==> src/rtl/ov7670_capture_qqvga.sv <==
// OV7670 RGB565 capture: assembles byte pairs into pixels, decimates 4x in both axes
// and writes the result into a 160x120 frame buffer with per-frame done/error status.
module ov7670_capture_qqvga #(
  parameter int IMG_W = 160,
  parameter int IMG_H = 120,
  parameter int SRC_W = 640,
  parameter int SRC_H = 480
) (
  input  logic        CLK25,
  input  logic        reset_n,
  input  logic        enable,
  input  logic        cam_vsync,
  input  logic        cam_href,
  input  logic [7:0]  cam_data,
  output logic [14:0] wr_addr,
  output logic [15:0] wr_data,
  output logic        wr_en,
  output logic        frame_done,
  output logic        frame_err
);

  localparam logic [9:0]  SRC_W_L   = 10'(SRC_W);
  localparam logic [8:0]  SRC_H_L   = 9'(SRC_H);
  localparam logic [14:0] IMG_W_L   = 15'(IMG_W);
  localparam logic [14:0] FRAME_PIX = 15'(IMG_W * IMG_H);

  typedef enum logic [1:0] {IDLE, WAIT_SOF, ACTIVE, DONE} state_e;

  state_e      state_q;
  logic        vsync_q, vsync_prev_q, href_q, href_prev_q;
  logic [7:0]  data_q, hi_q;
  logic        phase_q, line_pix_q, overrun_q;
  logic [9:0]  hcnt_q;
  logic [8:0]  vcnt_q;
  logic [14:0] wr_count_q;
  logic [14:0] wr_addr_q;
  logic [15:0] wr_data_q;
  logic        wr_en_q, frame_done_q, frame_err_q;

  logic        vsync_fall, vsync_rise, href_fall;
  logic        in_range, pix_write;
  logic [14:0] addr_d;

  // Camera pins share CLK25, so one register stage is enough; edges compare it with its previous value.
  always_ff @(posedge CLK25 or negedge reset_n) begin
    if (!reset_n) begin
      vsync_q      <= 1'b0;
      vsync_prev_q <= 1'b0;
      href_q       <= 1'b0;
      href_prev_q  <= 1'b0;
      data_q       <= 8'd0;
    end else begin
      // NOTE: non-blocking assignments make every register sample the pre-edge values,
      // so the *_prev_q copies really hold last cycle's value regardless of statement order.
      vsync_q      <= cam_vsync;
      vsync_prev_q <= vsync_q;
      href_q       <= cam_href;
      href_prev_q  <= href_q;
      data_q       <= cam_data;
    end
  end

  always_comb begin
    vsync_fall = vsync_prev_q & ~vsync_q;
    vsync_rise = ~vsync_prev_q & vsync_q;
    href_fall  = href_prev_q & ~href_q;
    in_range   = (hcnt_q < SRC_W_L) && (vcnt_q < SRC_H_L);
    pix_write  = in_range && (hcnt_q[1:0] == 2'b00) && (vcnt_q[1:0] == 2'b00);
    addr_d     = 15'(vcnt_q[8:2]) * IMG_W_L + 15'(hcnt_q[9:2]);
  end

  always_ff @(posedge CLK25 or negedge reset_n) begin
    if (!reset_n) begin
      state_q      <= IDLE;
      hi_q         <= 8'd0;
      phase_q      <= 1'b0;
      line_pix_q   <= 1'b0;
      overrun_q    <= 1'b0;
      hcnt_q       <= 10'd0;
      vcnt_q       <= 9'd0;
      wr_count_q   <= 15'd0;
      wr_addr_q    <= 15'd0;
      wr_data_q    <= 16'd0;
      wr_en_q      <= 1'b0;
      frame_done_q <= 1'b0;
      frame_err_q  <= 1'b0;
    end else begin
      wr_en_q      <= 1'b0;
      frame_done_q <= 1'b0;
      frame_err_q  <= 1'b0;
      case (state_q)
        IDLE: begin
          if (enable) state_q <= WAIT_SOF;
        end
        WAIT_SOF: begin
          if (!enable) begin
            state_q <= IDLE;
          end else if (vsync_fall) begin
            state_q    <= ACTIVE;
            hcnt_q     <= 10'd0;
            vcnt_q     <= 9'd0;
            phase_q    <= 1'b0;
            line_pix_q <= 1'b0;
            wr_count_q <= 15'd0;
            overrun_q  <= 1'b0;
          end
        end
        ACTIVE: begin
          if (href_q) begin
            phase_q <= ~phase_q;
            if (!phase_q) begin
              hi_q <= data_q;
            end else begin
              line_pix_q <= 1'b1;
              if (hcnt_q != SRC_W_L) hcnt_q <= hcnt_q + 10'd1;
              if (!in_range) overrun_q <= 1'b1;
              if (pix_write) begin
                wr_en_q   <= 1'b1;
                wr_addr_q <= addr_d;
                wr_data_q <= {hi_q, data_q};
                if (wr_count_q != '1) wr_count_q <= wr_count_q + 15'd1;
              end
            end
          end else if (href_fall) begin
            // A dangling high byte is dropped; lines with no complete pixel do not advance vcnt.
            phase_q    <= 1'b0;
            hcnt_q     <= 10'd0;
            line_pix_q <= 1'b0;
            if (line_pix_q && (vcnt_q != SRC_H_L)) vcnt_q <= vcnt_q + 9'd1;
          end
          if (vsync_rise) state_q <= DONE;
        end
        DONE: begin
          frame_done_q <= 1'b1;
          frame_err_q  <= overrun_q | (wr_count_q != FRAME_PIX);
          state_q      <= enable ? WAIT_SOF : IDLE;
        end
        default: state_q <= IDLE;
      endcase
    end
  end

  assign wr_addr    = wr_addr_q;
  assign wr_data    = wr_data_q;
  assign wr_en      = wr_en_q;
  assign frame_done = frame_done_q;
  assign frame_err  = frame_err_q;

endmodule
==> config.mk <==
export PLATFORM = sky130hd
export DESIGN_NAME = ov7670_capture_qqvga
export DESIGN_NICKNAME = d
export VERILOG_FILES = /design/src/rtl/ov7670_capture_qqvga.sv
export SDC_FILE = /design/constraint.sdc
export NUM_CORES = 1
export LEC_CHECK = 0
export ABC_AREA = 1
export CAP_MARGIN = 0
export CORE_MARGIN = 2
export CORE_UTILIZATION = 55
export CTS_CLUSTER_DIAMETER = 150
export CTS_CLUSTER_SIZE = 25
export DETAILED_ROUTE_END_ITERATION = 8
export PLACE_DENSITY_LB_ADDON = 0.2
export SYNTH_ARGS = -nofsm -noshare
export SYNTH_HDL_FRONTEND = slang
export SYNTH_SLANG_ARGS = --single-unit
==> constraint.sdc <==
create_clock -name CLK25 -period 3.26 [get_ports CLK25]
set_input_delay 0.326 -clock CLK25 [delete_from_list [all_inputs] [get_ports CLK25]]
set_output_delay 0.326 -clock CLK25 [all_outputs]
set_load 0.005 [all_outputs]
==> flow_metrics.env <==
export IMPL_core_sq_um=8810
export IMPL_worstPathArrival_ns=2.62
export IMPL_p_seq_share_pct=53.6
export IMPL_fill_cells=755
export IMPL_fin_cells=766
export IMPL_cts_sinks=93
export IMPL_layout_nets=687
export IMPL_r2r_end="wr_addr[13]$_DFFE_PN0P_"
export IMPL_p_comb_share_pct=16.2
export IMPL_drc_errors=0
export IMPL_final_cell_mix="195 x nand2_1, 93 x dfrtp_1, 62 x inv_1"
export IMPL_maxCapViolCount=0
export IMPL_startpoint="vcnt_q[5]$_DFFE_PN0P_"
export IMPL_wirelength_um=10600
export IMPL_synth_area_sq_um=5020
export IMPL_drive_gt1_share_pct=10.6
export IMPL_setup_viol=0
export IMPL_dp_hpwl_um=7790
export IMPL_skew_ns=0.0141
export IMPL_r2r_cells=10
export IMPL_hp_class="input port to flip-flop"
export IMPL_ys_warnings_count=0
export IMPL_crit_end="wr_addr[13]$_DFFE_PN0P_"
export IMPL_clockBufferDepth=2
export IMPL_final_common_cell="nand2_1"
export IMPL_synth_cells=605
export IMPL_drtPass1Iterations=5
export IMPL_tightest_slew_ns=0.886
export IMPL_grt_pass1_vias=4069
export IMPL_multi_input_area_sq_um=2320
export IMPL_portBuffers=46
export IMPL_tns_ns=0
export IMPL_avgSynthCellArea_sq_um=8.30
export IMPL_crit_type="flip-flop to flip-flop"
export IMPL_post_route_period_util_pct=72.7
export IMPL_grt_util_all_layers_pct=23.6
export IMPL_end_kind="flip-flop"
export IMPL_antenna_cells=0
export IMPL_drt_initial_drc_count=279
export IMPL_die_area_sq_um=9910
export IMPL_p_per_area_nw_per_um2=450
export IMPL_p_sw_share_pct=30.0
export IMPL_switchingPower_mw=0.772
export IMPL_ff_latch_area_sq_um=2330
export IMPL_die_w_um=99.6
export IMPL_place_congestion=0.876
export IMPL_hold_violations=0
export IMPL_vdd_ir_drop_max_mv=0.278
export IMPL_grt_overflow=0
export IMPL_numCtsBuffers=9
export IMPL_vias=4095
export IMPL_placedCellCount=749
export IMPL_ios=47
export IMPL_areaGrowthSynthToFinish_pct=14.1
export IMPL_async_reset_ff_share_pct=100
export IMPL_grt_max_degree=47
export IMPL_r2r_slack_ns=0.89
export IMPL_cp_cell_sequence="ha_1 > ha_1 > inv_1 > fa_1 > xnor2_1 > nand3b_1 > nor2_1 > nand3_1 > nand3_1 > nand2_1"
export IMPL_htreeDepth=3
export IMPL_critPathLaunchType="flip-flop"
export IMPL_run_status="finished, final reports clean"
export IMPL_clock_latency_ns=0.37
export IMPL_ant_nets=0
export IMPL_final_min_clock_period_ns=2.37
export IMPL_grt_pass1_wl_um=18800
export IMPL_grt_setup_unrepaired="false"
export IMPL_root_buffer="clkbuf_8"
export IMPL_required_ns=3.51
export IMPL_hold_slack_ns=0.385
export IMPL_rows=34
export IMPL_routedWlPerCell_um=13.9
export IMPL_synth_edff_count=0
export IMPL_ys_types=39
export IMPL_cp_slowest_cell="dfrtp_1"
export IMPL_via_per_inst=5.35
export IMPL_die_y_um=99.6
export IMPL_drv_slew=0
export IMPL_ys_flop_type="dfrtp_1"
export IMPL_max_slew_margin_rel_pct=40.8
export IMPL_yosysSeqAreaShare_pct=46.3
export IMPL_antenna_found_initial=0
export IMPL_cp_max_fo=6
export IMPL_synthesis_nets=639
export IMPL_path_clk_slew_ns=0.10
export IMPL_p_leak_nw=2.69
export IMPL_max_stage_delay_ns=0.46
export IMPL_cts_tree="done"
export IMPL_synth_seq_cells=93
export IMPL_pwr_share_clk_pct=30.2
export IMPL_fmax_mhz=422
export IMPL_intPower_mw=1.80
export IMPL_start_util_pct=57.0
export IMPL_reg2reg_from="vcnt_q[5]$_DFFE_PN0P_"
[final cells by class]
class	instances	share of cell area, %
multi-input cells	432	40.6
clock buffers	10	2.40
flip-flops and latches	93	40.6
clock inverters	6	1.11
repair buffers	50	8.56
inverters	67	4.39
well taps	108	2.36
[cell usage after synthesis, types with 3 or more instances]
master    number  share of area [%]
nand2_1      195                 15
dfrtp_1       93                 46
inv_1         62                4.6
nor2_1        47                3.5
nand3_1       33                3.3
o21ai_2       25                4.4
o21ai_0       21                2.1
ha_1          19                4.7
xor2_1        13                2.3
nand4_1       11                1.4
o21ai_1       11                1.1
nand2_2        9                1.1
a21oi_1        7               0.70
nor3_1         7               0.70
buf_6          5                1.1
inv_2          5               0.37
nor4_1         5               0.62
xnor2_1        5               0.87
nand3b_1       3               0.45
nor2_4         3               0.67
[per-layer routing]
metal | routed length (um) | GRT usage [%] | vias to the layer above
met5 | 0 | 0 | -
met4 | 136 | 7.06 | 0
met3 | 426 | 4.08 | 14
met2 | 5020 | 36.7 | 97
met1 | 5040 | 34.1 | 1943
li1 | - | - | 2041
[state kept, by name, indices dropped and copies added, names as in the netlist, 8 cells and up, named ones only]
signal      flops
vcnt_q          9
hcnt_q         10
wr_addr        15
wr_data        16
wr_count_q     15
data_q          8
hi_q            8
[worst min path at each step]
stage | start | end | slack (ns) | cells after the start
finish | cam_data[1] | data_q[1]$_DFF_PN0_ | 0.39 | 1
global route | cam_data[1] | data_q[1]$_DFF_PN0_ | 0.36 | 1
CTS | cam_data[7] | data_q[7]$_DFF_PN0_ | 0.37 | 1
detailed placement | reset_n | hi_q[2]$_DFFE_PN0P_ | 0.35 | 1
global placement | reset_n | wr_data[0]$_DFFE_PN0P_ | 0.35 | 1
floorplan | reset_n | async pin | 0.03 | 0
[power groups by stage]
| stage | logic [mW] | registers [mW] | clock network (mW) |
|---|---|---|---|
| detailed placement | 0.421 | 1.40 | 0 |
| global route | 0.472 | 1.40 | 0.859 |
| CTS | 0.424 | 1.38 | 0.803 |
| floorplan | 0.234 | 1.38 | 0 |
| global placement | 0.406 | 1.39 | 0 |
| finish | 0.417 | 1.38 | 0.778 |
[metrics by stage]
step,power [mW],utilization (%),worst slack [ns],area [sq um]
after floorplan,1.62,-,1.09,5020
after global placement,1.80,62.7,0.979,5520
after detailed placement,1.82,62.7,0.921,5520
after CTS,2.61,65.1,0.898,5730
after global routing,2.73,65.1,0.676,5730
final,2.58,65.1,0.890,5730
[kinds of logic (layout without fill, tap and decap cells)]
logic type | Yosys count | in the layout | share of synthesized area [%]
buf+inv | 80 | 133 | 7.40
flops | 93 | 93 | 46.3
simple gates | 322 | 322 | 28.2
compound gates | 71 | 71 | 9.36
fa+ha+maj | 21 | 21 | 5.53
xor+xnor | 18 | 18 | 3.14
[critical path, delay by kind of cell (launching register included)]
family	cells	cell delay, ns
simple gates	5	0.57
xor+xnor	1	0.31
fa+ha+maj	3	0.88
buf+inv	1	0.06
flops	1	0.46
[what timing repair did]
action,4_1_cts,5_1_grt
hold endpoints to repair,41,0
resized for setup,0,0
hold buffers,1,0
setup buffers,0,0
No activity file was read; power rests on OpenSTA's default activity.
